**src/rtl/gemm_tile_ctrl.sv**
```systemverilog
// rtl/gemm_tile_ctrl.sv - tile sequencer for the output-stationary MAC PE
//
// Walks (m, n, k) tile indices with k innermost, issues A/B SRAM reads,
// drives PE init_save/valid one cycle after each issue and writes each
// finished C tile two cycles after its last K issue.
// Optional build macro: GEMM_CTRL_STALL_EN adds stall_i (holds issue in RUN).
//
// Ports:
//   clk_i, rst_ni          clock, asynchronous active-low reset
//   start_i                job start, sampled only in IDLE
//   m/n/k_size_i           tile counts, latched on accepted start
//   stall_i                (GEMM_CTRL_STALL_EN only) suppress issue in RUN
//   mem_req_o              A/B SRAM read enable
//   a_addr_o, b_addr_o     A (m*K+k) and B (k*N+n) read addresses
//   pe_valid_o             PE accumulate step
//   pe_init_save_o         PE first K step of a tile
//   c_wr_o, c_addr_o       C write enable and address (m*N+n)
//   busy_o                 high in RUN and DRAIN
//   done_o                 one-cycle end-of-job pulse
module gemm_tile_ctrl #(
   parameter int SizeWidth = 16,
   parameter int AddrWidth = 16
) (
   input  logic                 clk_i,
   input  logic                 rst_ni,
   input  logic                 start_i,
   input  logic [SizeWidth-1:0] m_size_i,
   input  logic [SizeWidth-1:0] n_size_i,
   input  logic [SizeWidth-1:0] k_size_i,
`ifdef GEMM_CTRL_STALL_EN
   input  logic                 stall_i,
`endif
   output logic                 mem_req_o,
   output logic [AddrWidth-1:0] a_addr_o,
   output logic [AddrWidth-1:0] b_addr_o,
   output logic                 pe_valid_o,
   output logic                 pe_init_save_o,
   output logic                 c_wr_o,
   output logic [AddrWidth-1:0] c_addr_o,
   output logic                 busy_o,
   output logic                 done_o
);

   typedef enum logic [1:0] {IDLE, RUN, DRAIN, DONE} state_t;

   localparam logic [SizeWidth-1:0] SOne = 1;
   localparam logic [AddrWidth-1:0] AOne = 1;

   state_t               state;
   logic [SizeWidth-1:0] m_sz, n_sz, k_sz;
   logic [SizeWidth-1:0] m_idx, n_idx, k_idx;
   logic [AddrWidth-1:0] a_row;    // m*K, start of the current A row
   logic [AddrWidth-1:0] c_cur;    // m*N+n of the tile being issued
   logic                 req_q;
   logic                 drain_cnt;
   logic                 p1_last;
   logic [AddrWidth-1:0] p1_caddr;
   logic                 issue;
   logic                 k_first, k_last, n_last, m_last;

`ifdef GEMM_CTRL_STALL_EN
   // Stall gates the issue in the same cycle; indices hold until it drops.
   assign issue = req_q & ~stall_i;
`else
   assign issue = req_q;
`endif

   assign mem_req_o = issue;
   assign k_first   = (k_idx == '0);
   assign k_last    = (k_idx == k_sz - SOne);
   assign n_last    = (n_idx == n_sz - SOne);
   assign m_last    = (m_idx == m_sz - SOne);

   always_ff @(posedge clk_i or negedge rst_ni) begin
      if (!rst_ni) begin
         state          <= IDLE;
         m_sz           <= '0;
         n_sz           <= '0;
         k_sz           <= '0;
         m_idx          <= '0;
         n_idx          <= '0;
         k_idx          <= '0;
         a_addr_o       <= '0;
         b_addr_o       <= '0;
         a_row          <= '0;
         c_cur          <= '0;
         req_q          <= 1'b0;
         drain_cnt      <= 1'b0;
         p1_last        <= 1'b0;
         p1_caddr       <= '0;
         pe_valid_o     <= 1'b0;
         pe_init_save_o <= 1'b0;
         c_wr_o         <= 1'b0;
         c_addr_o       <= '0;
         busy_o         <= 1'b0;
         done_o         <= 1'b0;
      end else begin
         // Issue pipeline: PE step one cycle after issue, C write one after that.
         pe_init_save_o <= issue & k_first;
         pe_valid_o     <= issue & ~k_first;
         p1_last        <= issue & k_last;
         p1_caddr       <= c_cur;
         c_wr_o         <= p1_last;
         c_addr_o       <= p1_last ? p1_caddr : '0;
         done_o         <= 1'b0;

         case (state)
            IDLE: begin
               if (start_i) begin
                  m_sz     <= m_size_i;
                  n_sz     <= n_size_i;
                  k_sz     <= k_size_i;
                  m_idx    <= '0;
                  n_idx    <= '0;
                  k_idx    <= '0;
                  a_addr_o <= '0;
                  b_addr_o <= '0;
                  a_row    <= '0;
                  c_cur    <= '0;
                  if (m_size_i == '0 || n_size_i == '0 || k_size_i == '0) begin
                     state <= DONE;
                  end else begin
                     state  <= RUN;
                     req_q  <= 1'b1;
                     busy_o <= 1'b1;
                  end
               end
            end
            RUN: begin
               if (issue) begin
                  if (k_last && n_last && m_last) begin
                     state     <= DRAIN;
                     req_q     <= 1'b0;
                     drain_cnt <= 1'b0;
                  end else if (!k_last) begin
                     k_idx    <= k_idx + SOne;
                     a_addr_o <= a_addr_o + AOne;
                     b_addr_o <= b_addr_o + AddrWidth'(n_sz);
                  end else begin
                     k_idx <= '0;
                     c_cur <= c_cur + AOne;
                     if (!n_last) begin
                        n_idx    <= n_idx + SOne;
                        a_addr_o <= a_row;
                        b_addr_o <= AddrWidth'(n_idx) + AOne;
                     end else begin
                        // Last A address of the row plus one is the next row base.
                        n_idx    <= '0;
                        m_idx    <= m_idx + SOne;
                        a_addr_o <= a_addr_o + AOne;
                        a_row    <= a_addr_o + AOne;
                        b_addr_o <= '0;
                     end
                  end
               end
            end
            DRAIN: begin
               if (drain_cnt) begin
                  state  <= DONE;
                  busy_o <= 1'b0;
               end else begin
                  drain_cnt <= 1'b1;
               end
            end
            DONE: begin
               state  <= IDLE;
               done_o <= 1'b1;
            end
            default: state <= IDLE;
         endcase
      end
   end

endmodule
```
**config.mk**
```make
export PLATFORM = sky130hd
export DESIGN_NAME = gemm_tile_ctrl
export DESIGN_NICKNAME = d
export VERILOG_FILES = /design/src/rtl/gemm_tile_ctrl.sv
export SDC_FILE = /design/constraint.sdc
export NUM_CORES = 1
export LEC_CHECK = 0
export ABC_AREA = 1
export CAP_MARGIN = 20
export CORE_ASPECT_RATIO = 0.75
export CORE_UTILIZATION = 40
export CTS_CLUSTER_SIZE = 25
export DETAILED_ROUTE_END_ITERATION = 10
export PLACE_DENSITY = 0.67
export SYNTH_ARGS = -nofsm -noshare
export SYNTH_HDL_FRONTEND = slang
export SYNTH_SLANG_ARGS = --single-unit
```
**constraint.sdc**
```tcl
create_clock -name clk_i -period 3.4 [get_ports clk_i]
set_input_delay 0.85 -clock clk_i [delete_from_list [all_inputs] [get_ports clk_i]]
set_output_delay 0.85 -clock clk_i [all_outputs]
set_load 0.03 [all_outputs]
```
==> flow_summary.yaml <==
clock_network:
  ctsHoldBuffers: 0
  cts.sinks: 202
  cts_made_buffers: 23
  cts_buffer_depth: 3
  post_cts_buffers: 0
  tritoncts: "done"
  htree_levels: 1
  cts.repair.resized: 0
  clk_pin_slew_ns: 0.06
  cts_root_buf: "clkbuf_16"
  clk_latency_ns: 0.55
floorplan:
  rows: 57
  die_area_mm2: 0.0344
  die_y_um: 161
  io_pins: 105
  initial_core_util_pct: 41.1
  die_x_um: 214
  core_mm2: 0.0327
sta:
  fmax_mhz: 342
  finalCritPeriodShare_pct: 86.0
  period_needed_ns: 2.92
  fin_skew_ns: 0.0249
  finalSetupTns_ns: 0
  fin_ws_ns: 0.477
  slew_headroom_pct: 33.8
  slew_violations: 0
  setup_violations: 0
  hold_ws_ns: 0.338
  finalHoldViolations: 0
  tightest_slew_ns: 0.984
  rsz0062_at_grt: "no"
global_routing:
  grt_usage_pct: 22.3
  grt_pass1_vias: 11800
  antenna_found_initial: 0
  grt_first_pass_wirelength_um: 62000
  grt_max_degree: 86
  grt-ovfl-total: 0
critical_path:
  critPathRequiredTime_ns: 3.82
  cp_max_fo: 61
  reg2reg_from: "k_sz[0]$_DFFE_PN0P_"
  critPathKind: "register to register"
  worstSetupStartpointType: "register"
  cp.arrival_ns: 3.34
  end_kind: "register"
  worstSetupStartpoint: "k_sz[0]$_DFFE_PN0P_"
finish:
  final_cells: 2470
  diodes: 0
  layout_commonest_cell: "nand2_1"
  mostFrequentLayoutCells: "nand2_1, nor2_1, dfrtp_1"
  flow.area_growth_from_synthesis_pct: 17.9
  fill_cells: 3191
  layout-drive-gt1-share_pct: 6.90
  final_nets: 2091
  stdcell_area_mm2: 0.0159
  utilization_pct: 48.5
pwr:
  total_power_mw: 11.5
  peakVddDrop_mv: 0.720
  power_density_mw_per_mm2: 726
  leakagePower_nw: 7.71
route:
  post_drt_via_cell_ratio: 5.15
  drtIter0Drc: 1153
  route.detailed.drc: 0
  antenna_left: 0
  wl_per_cell_um: 15.1
  drt_pass1_iterations: 6
  routed_wl_um: 37400
  via_count: 12700
placed_design:
  port_buffers: 104
  dp_cells: 2428
  dpl_cell_area_mm2: 0.0150
  dp_slack_ns: 0.130
  dpl.hpwl_um: 27700
  routabilityCongestion: 0.921
yosys:
  synth_cell_type_count: 40
  postSynthCellCount: 1920
  synth_top_area_share_pct: 37.5
  synth-seq-cells: 202
  syn-num-nets: 2000
  avgSynthCellArea_um2: 7.01
  synth_top_area_cell: "dfrtp_1"
  ys_warn_count: 0
  synth.area.top_cells: "dfrtp_1, nand2_1, nand3_1"
  synthesis.area_mm2: 0.0135
  yosysSeqAreaShare_pct: 37.5
flow_run:
  drv_cap: 0
worst_hold_path:
  hold_class: "input pin to asynchronous set/reset pin"
outcome:
  status: "complete, no violations"
[worst max-delay path, stage by stage, from the launching register on]
cell and delay, ns:
dfrtp_1 0.40, inv_2 0.09, ha_1 0.24, inv_1 0.08
nor2_1 0.10, nand2_1 0.09, nor2_1 0.17, nand2_1 0.07
nor2_1 0.15, o21ai_0 0.10, nor2_1 0.20, nand3_4 0.20
nor2_4 0.17, nand3_4 0.09, nand2_2 0.12, buf_12 0.24
inv_1 0.13, nand2_1 0.07, nand2_1 0.05
[area by class of cell]
type	count	area [um^2]	share of cell area [%]
Clock buffer	29	658	4.15
Clock inverter	13	216	1.36
Inverter	192	721	4.54
Multi-Input combinational cell	1460	7340	46.2
Sequential cell	202	5050	31.9
Tap cell	442	553	3.48
Timing Repair Buffer	132	1330	8.38
[synth_stat cells]
library cell and number:
a21boi_0 2, a21o_1 3, a21oi_1 65, a31o_2 1, and2_1 3, buf_1 5, buf_2 18, buf_4 5
buf_6 8, buf_8 1, clkbuf_1 28, clkbuf_2 1, clkinv_1 1, dfrtp_1 202, fa_1 1, ha_1 28
inv_1 184, inv_2 7, mux2_2 23, nand2_1 604, nand2_2 4, nand3_1 189, nand3_2 3, nand3_4 4
nand3b_1 20, nand4_1 46, nor2_1 209, nor2_2 11, nor2_4 5, nor3_1 26, nor3b_1 2, nor4_1 29
o21ai_0 25, o21ai_1 48, o21ai_2 1, o21bai_1 3, o22ai_1 1, or2_2 8, xnor2_1 21, xor2_1 75
[metal layers]
metal  GRT usage (%)  part of all wire (%)  vias to the layer above
met5               0                     0                        -
met4            4.32                   1.7                        0
met3            3.73                   6.3                       38
met2            32.4                    42                      370
met1            34.3                    50                     5963
li1                -                     -                     6356
[power breakdown]
group	switching (mW)	internal, mW	total, mW
logic	3.46	1.81	5.26
clock network	1.08	1.76	2.84
registers	0.566	2.84	3.41
total	5.11	6.41	11.5
[final timing paths]
check	to	slack (ns)	cells past startpoint
setup / recovery	b_addr_o[0]$_DFFE_PN0P_	0.48	18
min in group clk_i	p1_caddr[6]$_DFF_PN0_	0.44	0
max in group asynchronous	a_row[15]$_DFFE_PN0P_	2.27	2
setup reg to reg	b_addr_o[0]$_DFFE_PN0P_	0.48	18
hold reg to reg	p1_caddr[6]$_DFF_PN0_	0.44	0
hold / removal	m_sz[13]$_DFFE_PN0P_	0.34	1
[kinds of logic (layout without fill, tap and decap cells)]
| logic type | after synthesis | after routing | share of synthesized area (%) |
|---|---|---|---|
| simple gates | 1163 | 1163 | 37.7 |
| buf+inv | 258 | 366 | 8.04 |
| flops | 202 | 202 | 37.5 |
| compound gates | 149 | 149 | 5.75 |
| xor+xnor | 96 | 96 | 6.25 |
| fa+ha+maj | 29 | 29 | 2.75 |
| mux | 23 | 23 | 1.92 |
Power figures use the tool's default switching activity.
